**config.mk**
```make
export PLATFORM = sky130hd
export DESIGN_NAME = id_operand_scoreboard
export DESIGN_NICKNAME = d
export VERILOG_FILES = /design/src/rtl/id_operand_scoreboard.sv
export SDC_FILE = /design/constraint.sdc
export NUM_CORES = 1
export LEC_CHECK = 0
export BUFFER_PORTS_ARGS = -buffer_cell sky130_fd_sc_hd__buf_2
export CORE_AREA = 2 2 197 199
export DETAILED_ROUTE_END_ITERATION = 12
export DIE_AREA = 0 0 199 201
export GPL_TIMING_DRIVEN = 0
export PLACE_DENSITY = 0.58
export RECOVER_POWER = 50
export SLEW_MARGIN = 20
export SYNTH_ARGS = -nofsm -noshare
export SYNTH_HDL_FRONTEND = slang
export SYNTH_SLANG_ARGS = --single-unit
```
**constraint.sdc**
```tcl
create_clock -name clk_i -period 7.9 [get_ports clk_i]
set_input_delay 1.185 -clock clk_i [delete_from_list [all_inputs] [get_ports clk_i]]
set_output_delay 1.185 -clock clk_i [all_outputs]
set_load 0.03 [all_outputs]
```
**src/rtl/id_operand_scoreboard.sv**
```systemverilog
// id_operand_scoreboard: decode-stage per-register latency scoreboard and N-source forwarding mux.
// Optional feature macro ID_SB_STATS_EN adds stall_cnt_o, a free-running count of effective ID stall cycles.
module id_operand_scoreboard #(
    parameter int DW   = 32,
    parameter int AW   = 5,
    parameter int NFWD = 3,
    parameter int LW   = 3
) (
    input  logic              clk_i,
    input  logic              rst_i,
    input  logic              hold_i,
    input  logic              flush_i,
    input  logic [AW-1:0]     id_rs_i,
    input  logic [AW-1:0]     id_rt_i,
    input  logic              id_use_rs_i,
    input  logic              id_use_rt_i,
    input  logic              id_early_i,
    input  logic              id_issue_i,
    input  logic              id_wreg_i,
    input  logic [AW-1:0]     id_waddr_i,
    input  logic [LW-1:0]     id_lat_i,
    input  logic [DW-1:0]     rf_data1_i,
    input  logic [DW-1:0]     rf_data2_i,
    input  logic [NFWD-1:0]   fwd_we_i,
    input  logic [NFWD*AW-1:0] fwd_waddr_i,
    input  logic [NFWD*DW-1:0] fwd_wdata_i,
    output logic [DW-1:0]     rdata1_o,
    output logic [DW-1:0]     rdata2_o,
    output logic              stall_o
`ifdef ID_SB_STATS_EN
    ,
    output logic [31:0]       stall_cnt_o
`endif
);
    localparam int NREG = 2**AW;
    logic [LW-1:0] cnt_q [NREG];
    logic [LW-1:0] cnt_d [NREG];
    logic          issue_eff;
    // Early consumers need the value now; late consumers can still catch a count of 1 on the EX port.
    function automatic logic src_stall(input logic use_s, input logic [AW-1:0] s,
                                       input logic [LW-1:0] c, input logic early);
        return use_s && (s != '0) && (early ? (c != '0) : (c > LW'(1)));
    endfunction
    // Scan oldest to youngest so the lowest-index matching port overrides.
    function automatic logic [DW-1:0] fwd_sel(input logic [AW-1:0] a, input logic [DW-1:0] rf,
                                              input logic [NFWD-1:0] we,
                                              input logic [NFWD*AW-1:0] wa,
                                              input logic [NFWD*DW-1:0] wd);
        logic [DW-1:0] v;
        v = rf;
        for (int k = NFWD - 1; k >= 0; k--)
            if (we[k] && (wa[k*AW+:AW] == a)) v = wd[k*DW+:DW];
        return (a == '0) ? '0 : v;
    endfunction
    assign rdata1_o  = fwd_sel(id_rs_i, rf_data1_i, fwd_we_i, fwd_waddr_i, fwd_wdata_i);
    assign rdata2_o  = fwd_sel(id_rt_i, rf_data2_i, fwd_we_i, fwd_waddr_i, fwd_wdata_i);
    assign stall_o   = ~flush_i & (src_stall(id_use_rs_i, id_rs_i, cnt_q[id_rs_i], id_early_i) |
                                   src_stall(id_use_rt_i, id_rt_i, cnt_q[id_rt_i], id_early_i));
    assign issue_eff = id_issue_i & ~stall_o & ~hold_i;
    // Next counter values: flush clears, hold freezes, else count down with the new producer's load winning.
    always_comb begin
        cnt_d[0] = '0;
        for (int r = 1; r < NREG; r++)
            cnt_d[r] = flush_i ? '0 :
                       hold_i  ? cnt_q[r] :
                       (issue_eff && id_wreg_i && (id_waddr_i == AW'(r))) ? id_lat_i :
                       (cnt_q[r] != '0) ? cnt_q[r] - LW'(1) : '0;
    end
    // Scoreboard state register.
    always_ff @(posedge clk_i or posedge rst_i) begin
        if (rst_i) cnt_q <= '{default: '0};
        else       cnt_q <= cnt_d;
    end
`ifdef ID_SB_STATS_EN
    logic [31:0] stall_cnt_q;
    // Count cycles where ID is genuinely blocked by the scoreboard.
    always_ff @(posedge clk_i or posedge rst_i) begin
        if (rst_i)                          stall_cnt_q <= '0;
        else if (stall_o & ~hold_i & ~flush_i) stall_cnt_q <= stall_cnt_q + 32'd1;
    end
    assign stall_cnt_o = stall_cnt_q;
`endif
endmodule

```
# Word level (Yosys, flattened, before mapping)
# Index checks and enable logic that the tools add are counted.
# word_totals
reg_bits,93
out_inout_bits,65
# classes
add_sub_neg,31
n_lt_le_gt_ge,4
n_eq_ne,38
mux,140
bitwise_logic,9
n_reduce_logical,79
# ops
op,count
two-way mux 3 bit,128
two-way mux 32 bit,8
nonzero test 3 bit,33
subtractor 3 x 1 -> 3 bit (second input constant),31
== test 5 bit (second input constant),16
logical AND 1 bit,42
== test 5 x 4 -> 1 bit (second input constant),8
binary-select mux 3 bit (select 5 bit),2
== test 5 bit,6
== test 5 x 3 -> 1 bit (second input constant),4
>= comparator 6 bit (second input constant),2
NOT 5 -> 6 bit,2
== test 5 x 2 -> 1 bit (second input constant),2
zero test 5 bit,2
nonzero test 5 bit,2
> comparator 3 x 1 -> 1 bit (second input constant),2
== test 5 x 1 -> 1 bit (second input constant),1
bitwise AND 1 bit,3
NOT 1 bit,3
two-way mux 1 bit,2
inequality test 2 x 1 -> 1 bit (second input constant),1
OR 1 bit,1

# Depth between registers and ports, before layout
# logic_depth
word_depth,17
depth_mapped,12

# Least setup slack after synthesis
# OpenSTA, ideal clock, no wires.
# synth_timing
path_type,input to output
from,input id_rs_i[2]
to,output rdata1_o[10]
arrival_ps,3451
path_slack_ps,3264
path_stages,11
path_buffers,4
path_cell_list,clkbuf_1 -> clkbuf_1 -> xor2_1 -> nor4_1 -> and3_1 -> clkbuf_1 -> buf_2 -> mux2i_1 -> a211oi_1 -> a21oi_1 -> nor2_1
# synth_via
elab_chain_len,6
word_cells_on_any_way,11
cone_classes,eq/ne: 3; mux: 4; reduce/logical: 4
# synth_lines
element,line,source
"start, declared",13,"input logic [AW-1:0] id_rs_i,"
== test 5 bit,52,if (we[k] && (wa[k*AW+:AW] == a)) v = wd[k*DW+:DW];
logical AND 1 bit,52,
two-way mux 32 bit (3 in a row),52,
two-way mux 32 bit *,53,return (a == '0) ? '0 : v;
"end, declared",27,"output logic [DW-1:0] rdata1_o,"
# Every way passes the cells marked *; elsewhere a longest branch is shown, timed or not.

# Worst setup path in the final report
# layout_timing
from,input id_rt_i[2]
to,output rdata2_o[17]
# layout_via
elab_chain_len,6
word_cells_on_any_way,11
cone_classes,eq/ne: 3; mux: 4; reduce/logical: 4
# layout_lines
element,line,source
"start, declared",14,"input logic [AW-1:0] id_rt_i,"
== test 5 bit,52,
logical AND 1 bit,52,
two-way mux 32 bit (3 in a row),52,
two-way mux 32 bit *,53,
"end, declared",28,"output logic [DW-1:0] rdata2_o,"
# Marks and branches as above.

==> flow_metrics.tcl <==
set metrics [dict create \
    vias_per_cell 6.123 \
    holdBufCountCts 0 \
    grt.total_usage 0.3129 \
    slew_violations 67 \
    grt_pass1_vias 13155 \
    async_flop_share 1.000 \
    required_ns 6.71 \
    wl_um 64380 \
    cp_cell_sequence "buf_2 > buf_1 > xor2_1 > nor4_1 > and3_1 > clkbuf_1 > buf_2 > mux2i_1 > a211oi_1 > a21oi_1 > nor2_1 > buf_2" \
    clk_pin_slew_ns 0.07 \
    core_sq_um 38110 \
    tightest_slew_ns 3.894 \
    post_cts_buffers 0 \
    endpoint "rdata2_o[17]" \
    crit_fanout 10 \
    overflow 0 \
    routabilityCongestion 1.003 \
    status "complete, but fails checks" \
    hpwl_um 49920 \
    cp-start-kind "input pin" \
    slowest_stage "buf_1" \
    cts.htree.levels 3 \
    synth_ff_type "dfrtp_1" \
    initial_core_util 0.2950 \
    wl_per_cell_um 28.54 \
    port_buffers 263 \
    max_stage_delay_ns 0.53 \
    cpMostUsedCell "buf_2" \
    largestRegisters "cnt_q x93" \
    vias 13813 \
    syn_avg_cell_area_sq_um 7.778 \
    ir_drop_uv 112.7 \
    synth_top_area_cell "dfrtp_1" \
    r2r-end "cnt_q[79]" \
    r2r_slack_ns 2.88 \
    drive_above_1_share 0.2231 \
    r2r_start "cnt_q[67]" \
    finalSetupTns_ns 0 \
    clock_path_buffers 2 \
    period_share 0.7332 \
    relSlewSlack -1.596 \
    reg2reg_depth 8 \
    ys_top_cells_by_area "dfrtp_1 (21%), nor2_1 (7.3%), ha_1 (6.9%)" \
    grt_max_degree 66 \
    nNetsFinal 1989 \
    cts_sinks 93 \
    cap_viol_max_count 2 \
    min_period_ns 5.792 \
    end_kind "output port" \
    crit_type "in2out" \
    top_level_ports 270 \
    area_growth_pct 20.59 \
    clock_latency_ns 0.37 \
    yosys_warnings 0 \
    largest_register "cnt_q" \
    cts_tree "yes" \
    cts-buffers-inserted 9 \
    grt_setup_unrepaired "false" \
    grt_pass1_wl_um 91400 \
    violations "capacitance limit, slew limit" \
    cts.root.buffer_cell "clkbuf_16" \
    power_density_nw_per_um2 127.9 \
    post-synth-top-count-cell "nor2_1" \
    die_x_um 199 \
    die-area_sq_um 40000 \
    fmax_mhz 172.6 \
    skew_ns 0.01582 \
    num_rows 72 \
    synth_edf_count 0 \
    worst_hold_slack_ns 0.6309 \
    yosysSeqAreaShare 0.2071 \
    synthesis.instances 1445 \
    arrival_ns 4.61 \
    ys_types 59 \
    crit_start "id_rt_i[2]" \
    first_pass_iters 6 \
    ant_nets 0 \
    die_h_um 201 \
    drtIter0Drc 1750 \
    final-setup-viol-count 0 \
    largest_reg_flops 93 \
    synth_seq_cells 93 \
    hp-class "reg2reg" \
    synth_top_area_share 0.2071 \
    syn-num-nets 1712 \
    leakage_nw 5.547 \
    ctsResizeCount 0 \
    hold_violations 0 \
    drc_errors 0 \
    antenna_found_initial 18 \
    syn_area_sq_um 11240 \
    synth_common_cells "nor2_1 (219), a21oi_1 (123), clkbuf_1 (105)" \
]
## worst min-delay path by stage
| stage | start | to | slack [ns] | depth (start not counted) |
|---|---|---|---|---|
| 2_1_floorplan | cnt_q[51] | cnt_q[51] | 0.56 | 2 |
| 3_3_place_gp | cnt_q[29] | cnt_q[29] | 0.61 | 2 |
| 3_5_place_dp | cnt_q[20] | cnt_q[20] | 0.62 | 2 |
| 4_1_cts | cnt_q[20] | cnt_q[20] | 0.63 | 2 |
| 5_1_grt | cnt_q[29] | cnt_q[29] | 0.67 | 2 |
| 6_report | cnt_q[20] | cnt_q[20] | 0.63 | 2 |
## cells by family after synthesis
group	count (synthesis)	share of synthesized area
AOI/OAI and AO/OA	496	0.3232
DFF	93	0.2071
muxes	89	0.1006
and+or+nand+nor	426	0.1825
buffers and inverters	249	0.09429
xor gates and xnor gates	30	0.02338
adders and majority gates	62	0.06902
## worst max-delay path: cells and delay by family
kind,cells,cell delay [ns]
buf+inv,5,1.74
simple gates,3,1.02
compound gates,2,0.36
xor+xnor,1,0.14
mux,1,0.13
## per-stage QoR
step                      utilization  setup slack, ns  total power [mW]  cell area (sq um)  instances
after global routing           0.3556            1.723             1.793              13550       2254
after CTS                      0.3563            2.347             1.712              13580       2244
after floorplan                     -            3.264            0.9396              11240       1445
after global placement         0.3465            1.954             1.215              13200       2226
final                          0.3557            2.108             1.734              13550       2256
after detailed placement       0.3481            2.351             1.221              13260       2229
## cells in the final DEF, fill, tap and decap left out, types with 15 or more instances in the layout
cell / instances
a221oi_1: 38
o21ai_0: 40
or2_2: 35
ha_1: 62
buf_4: 15
nor4_1: 19
inv_1: 93
o41ai_1: 40
nor3_1: 22
a41oi_1: 61
mux2i_1: 68
buf_2: 282
a211oi_1: 75
a31oi_1: 22
mux4_2: 19
xor2_1: 24
a21oi_1: 123
nor2_1: 219
clkbuf_1: 110
or4_1: 23
dfrtp_1: 93
a311oi_1: 32
nand2_1: 44
## routing by layer
layer | share of wire | vias to the layer above | routed length [um] | global-route usage
li1 | - | 6037 | - | -
met1 | 0.38 | 6565 | 24150 | 0.3878
met2 | 0.42 | 990 | 27170 | 0.4647
met3 | 0.12 | 209 | 7993 | 0.09509
met4 | 0.078 | 12 | 4993 | 0.2108
met5 | 0.0012 | - | 80 | 0
## final cells by class
| type | instances | area [sq um] |
|---|---|---|
| fill | 4141 | 24550 |
| multi-input combinational | 1103 | 7848 |
| sequential | 93 | 2327 |
| timing repair buffer | 266 | 1334 |
| buffer | 155 | 700.7 |
| tap | 518 | 648.1 |
| inverter | 94 | 354.1 |
| clock buffer | 9 | 225.2 |
| clock inverter | 6 | 87.58 |
| antenna | 12 | 30.03 |
## power breakdown
part           internal [mW]  switching [mW]  total (mW)
combinational          0.231           0.452       0.683
sequential             0.501          0.0532       0.554
clock                  0.277           0.220       0.497
total                   1.01           0.725        1.73
Power figures use the tool's default switching activity.
